[src/rtl/arcade_input_pkg.sv]
// Shared constants for the arcade input mapper: PS/2 set-2 scan codes, joystick bit
// positions, the per-player key latch layout and the control-rotation helper.
package arcade_input_pkg;

   localparam logic [7:0] KEY_UP    = 8'h75;
   localparam logic [7:0] KEY_DOWN  = 8'h72;
   localparam logic [7:0] KEY_LEFT  = 8'h6B;
   localparam logic [7:0] KEY_RIGHT = 8'h74;
   localparam logic [7:0] KEY_SPACE = 8'h29;
   localparam logic [7:0] KEY_CTRL  = 8'h14;
   localparam logic [7:0] KEY_1     = 8'h16;
   localparam logic [7:0] KEY_F1    = 8'h05;
   localparam logic [7:0] KEY_5     = 8'h2E;
   localparam logic [7:0] KEY_R     = 8'h2D;
   localparam logic [7:0] KEY_F     = 8'h2B;
   localparam logic [7:0] KEY_D     = 8'h23;
   localparam logic [7:0] KEY_G     = 8'h34;
   localparam logic [7:0] KEY_A     = 8'h1C;
   localparam logic [7:0] KEY_2     = 8'h1E;
   localparam logic [7:0] KEY_F2    = 8'h06;
   localparam logic [7:0] KEY_6     = 8'h36;

   localparam int unsigned JOY_R     = 0;
   localparam int unsigned JOY_L     = 1;
   localparam int unsigned JOY_D     = 2;
   localparam int unsigned JOY_U     = 3;
   localparam int unsigned JOY_FIRE  = 4;
   localparam int unsigned JOY_START = 5;
   localparam int unsigned JOY_COIN  = 6;

   // Function a scan code maps to; the player is carried separately.
   typedef enum logic [3:0] {
      KeyNone,
      KeyUp,
      KeyDown,
      KeyLeft,
      KeyRight,
      KeyFireA,
      KeyFireB,
      KeyStartA,
      KeyStartB,
      KeyCoin
   } key_fn_t;

   // Two fire and two start bits so that two keys sharing a function release independently.
   typedef struct packed {
      logic u;
      logic d;
      logic l;
      logic r;
      logic fire_a;
      logic fire_b;
      logic start_a;
      logic start_b;
      logic coin;
   } key_set_t;

   // dirs is {R,L,D,U}; cw=0: U<-L, D<-R, L<-D, R<-U; cw=1: the opposite sense.
   function automatic logic [3:0] rotate_dirs(input logic [3:0] dirs, input logic cw);
      logic [3:0] res;
      if (cw) res = {dirs[1], dirs[0], dirs[2], dirs[3]};
      else    res = {dirs[0], dirs[1], dirs[3], dirs[2]};
      return res;
   endfunction

endpackage

[src/rtl/input_pulse_stretch.sv]
// Turns the rising edge of a request into a pulse exactly CYCLES clocks wide; edges
// arriving while a pulse is in flight are dropped and a held request never retriggers.
module input_pulse_stretch #(
   parameter int unsigned CYCLES = 120000
) (
   input  logic clk_sys,
   input  logic reset,
   input  logic req,
   output logic pulse
);

   localparam int unsigned CW = $clog2(CYCLES + 1);
   localparam logic [CW-1:0] LOAD = CW'(CYCLES);

   logic          req_q;
   logic [CW-1:0] cnt_q;
   logic [CW-1:0] cnt_d;
   logic          pulse_q;

   // Loads only from zero and stops at zero, so the counter can never wrap.
   always_comb begin
      cnt_d = cnt_q;
      if (cnt_q != '0) begin
         cnt_d = cnt_q - CW'(1);
      end else if (req && !req_q) begin
         cnt_d = LOAD;
      end
   end

   always_ff @(posedge clk_sys or posedge reset) begin
      if (reset) begin
         req_q   <= 1'b0;
         cnt_q   <= '0;
         pulse_q <= 1'b0;
      end else begin
         req_q   <= req;
         cnt_q   <= cnt_d;
         pulse_q <= (cnt_d != '0);
      end
   end

   assign pulse = pulse_q;

endmodule

[src/rtl/arcade_input_mapper.sv]
// Keyboard/joystick to cabinet input mapper: latches PS/2 key state per player, merges
// joystick words, optionally rotates directions and drives registered, polarity-adjusted outputs.
module arcade_input_mapper
   import arcade_input_pkg::*;
#(
   parameter int unsigned NUM_PLAYERS       = 2,
   parameter int unsigned COIN_PULSE_CYCLES = 120000,
   parameter int unsigned ACTIVE_LOW        = 1,
   parameter int unsigned START_IS_COIN     = 1,
   parameter int unsigned ROT_CW            = 0
) (
   input  logic                       clk_sys,
   input  logic                       reset,
   input  logic [10:0]                ps2_key,
   input  logic [16*NUM_PLAYERS-1:0]  joystick,
   input  logic                       rotate,
   output logic [4*NUM_PLAYERS-1:0]   dirs_o,
   output logic [NUM_PLAYERS-1:0]     fire_o,
   output logic [NUM_PLAYERS-1:0]     start_o,
   output logic [NUM_PLAYERS-1:0]     coin_o
);

   localparam logic POL = (ACTIVE_LOW != 0);
   localparam logic CW_SENSE = (ROT_CW != 0);
   localparam logic HAS_P1 = (NUM_PLAYERS > 1);

   logic     shadow_q;
   logic     key_event;
   logic     key_ext;
   logic     key_pressed;
   logic [7:0] key_code;
   key_fn_t  key_fn;
   logic     key_pl;

   key_set_t [1:0] key_q;
   key_set_t [1:0] key_d;

   logic [4*NUM_PLAYERS-1:0] dirs_next;
   logic [NUM_PLAYERS-1:0]   fire_next;
   logic [NUM_PLAYERS-1:0]   start_next;
   logic [NUM_PLAYERS-1:0]   coin_req;
   logic [NUM_PLAYERS-1:0]   coin_pulse;

   logic [4*NUM_PLAYERS-1:0] dirs_q;
   logic [NUM_PLAYERS-1:0]   fire_q;
   logic [NUM_PLAYERS-1:0]   start_q;

   assign key_event   = (shadow_q != ps2_key[10]);
   assign key_pressed = ps2_key[9];
   assign key_ext     = ps2_key[8];
   assign key_code    = ps2_key[7:0];

   // Arrows accept either prefix state; every other code must arrive unextended.
   always_comb begin
      key_fn = KeyNone;
      key_pl = 1'b0;
      case (key_code)
         KEY_UP:    key_fn = KeyUp;
         KEY_DOWN:  key_fn = KeyDown;
         KEY_LEFT:  key_fn = KeyLeft;
         KEY_RIGHT: key_fn = KeyRight;
         KEY_SPACE: if (!key_ext) key_fn = KeyFireA;
         KEY_CTRL:  if (!key_ext) key_fn = KeyFireB;
         KEY_1:     if (!key_ext) key_fn = KeyStartA;
         KEY_F1:    if (!key_ext) key_fn = KeyStartB;
         KEY_5:     if (!key_ext) key_fn = KeyCoin;
         KEY_R: if (!key_ext && HAS_P1) begin key_fn = KeyUp;     key_pl = 1'b1; end
         KEY_F: if (!key_ext && HAS_P1) begin key_fn = KeyDown;   key_pl = 1'b1; end
         KEY_D: if (!key_ext && HAS_P1) begin key_fn = KeyLeft;   key_pl = 1'b1; end
         KEY_G: if (!key_ext && HAS_P1) begin key_fn = KeyRight;  key_pl = 1'b1; end
         KEY_A: if (!key_ext && HAS_P1) begin key_fn = KeyFireA;  key_pl = 1'b1; end
         KEY_2: if (!key_ext && HAS_P1) begin key_fn = KeyStartA; key_pl = 1'b1; end
         KEY_F2: if (!key_ext && HAS_P1) begin key_fn = KeyStartB; key_pl = 1'b1; end
         KEY_6: if (!key_ext && HAS_P1) begin key_fn = KeyCoin;   key_pl = 1'b1; end
         default: key_fn = KeyNone;
      endcase
   end

   always_comb begin
      key_d = key_q;
      if (key_event) begin
         case (key_fn)
            KeyUp:     key_d[key_pl].u       = key_pressed;
            KeyDown:   key_d[key_pl].d       = key_pressed;
            KeyLeft:   key_d[key_pl].l       = key_pressed;
            KeyRight:  key_d[key_pl].r       = key_pressed;
            KeyFireA:  key_d[key_pl].fire_a  = key_pressed;
            KeyFireB:  key_d[key_pl].fire_b  = key_pressed;
            KeyStartA: key_d[key_pl].start_a = key_pressed;
            KeyStartB: key_d[key_pl].start_b = key_pressed;
            KeyCoin:   key_d[key_pl].coin    = key_pressed;
            default:   key_d = key_q;
         endcase
      end
   end

   always_ff @(posedge clk_sys or posedge reset) begin
      if (reset) begin
         shadow_q <= 1'b0;
         key_q    <= '0;
      end else begin
         shadow_q <= ps2_key[10];
         key_q    <= key_d;
      end
   end

   // Raw state is taken from the latch's next value so the output register is the only
   // stage between a PS/2 event and the cabinet pins.
   for (genvar p = 0; p < NUM_PLAYERS; p++) begin : g_player
      logic [15:0] joy;
      logic [3:0]  dirs_raw;
      logic        start_raw;
      logic        unused_joy;

      assign joy        = joystick[16*p +: 16];
      assign unused_joy = ^joy[15:7];
      assign dirs_raw   = {key_d[p].r, key_d[p].l, key_d[p].d, key_d[p].u}
                        | {joy[JOY_R], joy[JOY_L], joy[JOY_D], joy[JOY_U]};
      assign start_raw  = key_d[p].start_a | key_d[p].start_b | joy[JOY_START];

      assign dirs_next[4*p +: 4] = rotate ? rotate_dirs(dirs_raw, CW_SENSE) : dirs_raw;
      assign fire_next[p]        = key_d[p].fire_a | key_d[p].fire_b | joy[JOY_FIRE];
      assign start_next[p]       = start_raw;
      assign coin_req[p]         = key_d[p].coin | joy[JOY_COIN]
                                 | ((START_IS_COIN != 0) & start_raw);

      input_pulse_stretch #(
         .CYCLES (COIN_PULSE_CYCLES)
      ) u_coin (
         .clk_sys (clk_sys),
         .reset   (reset),
         .req     (coin_req[p]),
         .pulse   (coin_pulse[p])
      );
   end

   always_ff @(posedge clk_sys or posedge reset) begin
      if (reset) begin
         dirs_q  <= '0;
         fire_q  <= '0;
         start_q <= '0;
      end else begin
         dirs_q  <= dirs_next;
         fire_q  <= fire_next;
         start_q <= start_next;
      end
   end

   assign dirs_o  = dirs_q     ^ {(4*NUM_PLAYERS){POL}};
   assign fire_o  = fire_q     ^ {NUM_PLAYERS{POL}};
   assign start_o = start_q    ^ {NUM_PLAYERS{POL}};
   assign coin_o  = coin_pulse ^ {NUM_PLAYERS{POL}};

endmodule

[config.mk]
export PLATFORM = sky130hd
export DESIGN_NAME = arcade_input_mapper
export DESIGN_NICKNAME = d
export VERILOG_FILES = /design/src/rtl/arcade_input_pkg.sv /design/src/rtl/input_pulse_stretch.sv /design/src/rtl/arcade_input_mapper.sv
export SDC_FILE = /design/constraint.sdc
export NUM_CORES = 1
export LEC_CHECK = 0
export ABC_AREA = 1
export BUFFER_PORTS_ARGS = -buffer_cell sky130_fd_sc_hd__buf_2
export CORE_MARGIN = 5
export CORE_UTILIZATION = 63
export CTS_CLUSTER_SIZE = 16
export DETAILED_ROUTE_END_ITERATION = 12
export PLACE_DENSITY = 0.87
export SLEW_MARGIN = 25
export SYNTH_ARGS = -nofsm -noshare
export SYNTH_HDL_FRONTEND = slang
export SYNTH_HIERARCHICAL = 1
export SYNTH_SLANG_ARGS = --single-unit
[constraint.sdc]
create_clock -name clk_sys -period 8.23 [get_ports clk_sys]
set_input_delay 0.4115 -clock clk_sys [delete_from_list [all_inputs] [get_ports clk_sys]]
set_output_delay 0.4115 -clock clk_sys [all_outputs]
set_load 0.05 [all_outputs]
==> summary.md <==
| Metric | Value |
|---|---|
| Status | `finished clean` |
| FF-to-FF End | `g_player[0].u_coin/pulse` |
| Area Overhead vs Synth | `10.36%` |
| Max incr delay on CP | `0.73 ns` |
| Routed len/inst | `between 10 and 15 um` |
| Max VDD drop | `between 0.1 and 0.15 mV` |
| GR Layer Usage met1 | `29.02%` |
| Fmax | `267.9 MHz` |
| Seq cells post-synth | `between 60 and 70` |
| Overflow after GRT | `0` |
| I/O Buffers | `between 40 and 50` |
| Power Dens Cells | `142.3 nW/um2` |
| WP depth | `16` |
| Worst Hold Class | `in2async` |
| Post-Syn Nets | `770` |
| Met2 Usage GRT | `between 40% and 50%` |
| Nets | `between 800 and 900` |
| Clock transition at path regs | `0.09 ns` |
| Reg2reg path depth | `16` |
| MaxCap Viol Count | `0` |
| Cell repeated most along the worst path | `nor2_1` |
| Post-layout min period | `3.732 ns` |
| Antenna violations before repair | `0` |
| Top-Level Pins | `60` |
| CP max stage cell | `clkinv_1` |
| Fill count | `649` |
| Placer congestion estimate | `0.9697` |
| Setup Skew | `around 0.0096 ns` |
| Vias per Instance | `5.308` |
| Setup repair bufs after CTS | `0` |
| Detail Route Antenna Nets | `0` |
| CTS Sinks | `69` |
| Slew Limit Fails | `0` |
| Vias in the first global route | `4477` |
| Die width | `between 90 and 100 um` |
| Origin of the critical flop-to-flop path | `shadow_q` |
| Setup tns final | `0 ns` |
| Global Route met3 Usage | `4.748%` |
| GR peak layer | `met2` |
| WHS | `0.1657 ns` |
| Die area | `~9400 um2` |
| Later-pin clock latency in the skew report | `between 0.3 and 0.4 ns` |
| Synth Warn # | `6` |
| Post-route DRC | `0` |
| Core ar. | `7292 um2` |
| WS Path Type | `reg2reg` |
| Critical Path Source Type | `flop` |
| Root Driver | `clkbuf_8` |
| Reg2reg setup slack | `between 4 and 5 ns` |
| Seq/Total Area, Yosys | `36.30%` |
| Share of layout cells above drive strength 1 | `15.54%` |
| Vias | `4623` |
| Routed WL | `11070 um` |
| Synth unique cells | `34` |
| Critical path arrival | `3.99 ns` |
| Height of the die | `96.90 um` |
| Total track usage | `24.21%` |
| Req. time, crit path | `8.48 ns` |
| Antenna cell count | `0` |
| Num CTS Buffers | `9` |
| First-pass GRT wire length | `19040 um` |
| # setup viols final | `0` |
| Largest net degree at the start of global routing | `32` |
| Delay-heaviest family, CP | `simple AND/OR/NAND/NOR gates` |
| First-pass iteration count of the detailed router | `6` |
| Post-cts resize count | `0` |
| Total power | `746.9 uW` |
| Final worst-path cycle share | `between 40% and 50%` |
| Core Rows | `31` |
| DPL Wire Length | `between 8000 and 9000 um` |
| Mean post-synth cell area | `6.607 um2` |
| Max transition margin | `42.81%` |
| Synth Cell Area | `4757 um2` |
| Final Hold Vio Count | `0` |
| Cells along the critical path | `xnor2_1, clkinv_1, nand4_1, o21ai_0, nand3b_1, nor2_1, nand2_1, inv_1, nor2_1, nor2_1, o21ai_1, nand2_1, nor2_1, nand2_1, nor2_1, nand2_1` |
| CTS tree | `built` |
| Hold_buf cts | `0` |
| CTS Buffer Depth | `2` |
| Initial Util | `about two thirds` |
| Critical path peak fanout | `18` |
| CTS H-tree depth | `3` |
| RSZ-0062 raised after global routing | `no` |
| Commonest non-fill, non-tap cells in the layout | `nand2_1 (264), inv_1 (97), nor2_1 (92)` |
| Slew @ Worst Pin | `0.8517 ns` |
| Most common cell after layout, fill and taps aside | `nand2_1` |
| Endpoint class of the critical path | `flop` |
| Syn Inst Count | `slightly above 700` |
| CP bufs+invs | `2` |
| LEAKAGE | `between 3 and 4 nW` |
| Iteration-0 DRC Markers | `304` |
synthesized netlist by cell type:
| cell | n | area (um2) |
|---|---|---|
| nand2_1 | 264 | 991.0 |
| a21oi_1 | 9 | 45.04 |
| xnor2_1 | 3 | 26.28 |
| nor2_2 | 11 | 68.82 |
| nand2_2 | 21 | 131.4 |
| nand2_4 | 4 | 45.04 |
| nor2_4 | 11 | 123.9 |
| nor2_1 | 92 | 345.3 |
| nand3_1 | 46 | 230.2 |
| o21ai_0 | 24 | 120.1 |
| a31oi_1 | 1 | 6.260 |
| buf_2 | 1 | 5.000 |
| ha_1 | 4 | 50.05 |
| or2_1 | 2 | 12.51 |
| nand3b_1 | 16 | 120.1 |
| nand3_4 | 2 | 35.03 |
| buf_4 | 1 | 7.510 |
| nor2_8 | 2 | 40.04 |
| clkbuf_1 | 1 | 3.750 |
| nand3_2 | 2 | 20.02 |
| a22oi_1 | 1 | 7.510 |
| inv_1 | 97 | 364.1 |
| inv_2 | 7 | 26.28 |
| a31oi_2 | 1 | 12.51 |
| nor3_1 | 1 | 5.000 |
| xor2_1 | 3 | 26.28 |
| o21ai_1 | 6 | 30.03 |
| dfrtp_1 | 69 | 1727 |
| buf_6 | 3 | 33.78 |
| and2_1 | 2 | 12.51 |
| clkinv_1 | 2 | 7.510 |
| o2111ai_1 | 1 | 8.760 |
| nand4_1 | 9 | 56.30 |
| nand4_2 | 1 | 12.51 |
cell type report:
cell class	instances	area [um2]	area share [%]
clock buffers	9	123.9	2.359
clock inverters	7	82.58	1.573
inverters	106	397.9	7.579
multi-input cells	539	2582	49.19
flip-flops and latches	69	1727	32.89
well taps	99	123.9	2.359
repair buffers	42	212.7	4.051
sequential cells by signal, indices dropped and copies added, names as in the netlist:
register and flops:
g_player.u_coin/cnt_q 34, start_q 2, key_q 18, shadow_q 1, g_player.u_coin/pulse 2, fire_q 2, dirs_q 8, g_player.u_coin/req_q 2
per-stage QoR:
| stage | instance area, um2 | cells | setup WS, ns | utilization, % |
|---|---|---|---|---|
| after global placement | 5044 | 855 | 4.419 | 69.17 |
| after global routing | 5250 | 871 | 3.996 | 72.00 |
| after detailed placement | 5044 | 855 | 4.345 | 69.17 |
| final | 5250 | 871 | 4.498 | 72.00 |
| after floorplan | 4757 | 720 | 5.571 | - |
| after CTS | 5250 | 871 | 4.476 | 72.00 |
power breakdown:
group	switching, mW	internal (mW)	total [mW]
clock network	0.150	0.144	0.294
logic	0.0694	0.0256	0.0950
registers	0.00691	0.351	0.358
metal layers:
layer / vias to the layer above / part of all wire [%] / routed length, um
li1: 2313 / - / -
met1: 2086 / 41 / 4572
met2: 191 / 49 / 5445
met3: 33 / 6.7 / 737
met4: 0 / 2.8 / 312
met5: - / 0 / 0
cell families (layout without fill, tap and decap cells):
family	count (synthesis)	count (layout)	synth area share, %
AO/OA/AOI/OAI	43	43	4.840
XOR/XNOR	6	6	1.105
adder cells (fa/ha/maj)	4	4	1.052
buffers and inverters	112	164	9.416
flip-flops	69	69	36.30
AND/OR/NAND/NOR	486	486	47.29
worst min-delay path, delay by kind of cell:
family   cells  cell delay, ns
buf+inv      3            0.52
how the worst max path moves through the flow:
| stage | to | startpoint | slack, ns |
|---|---|---|---|
| floorplan | g_player[0].u_coin/pulse | ps2_key[10] | 5.57 |
| global placement | g_player[0].u_coin/pulse | ps2_key[10] | 4.42 |
| detailed placement | g_player[0].u_coin/pulse | ps2_key[10] | 4.35 |
| CTS | g_player[0].u_coin/pulse | shadow_q | 4.48 |
| global route | g_player[0].u_coin/pulse | shadow_q | 4.00 |
| finish | g_player[0].u_coin/pulse | shadow_q | 4.50 |
Power figures use the tool's default switching activity.
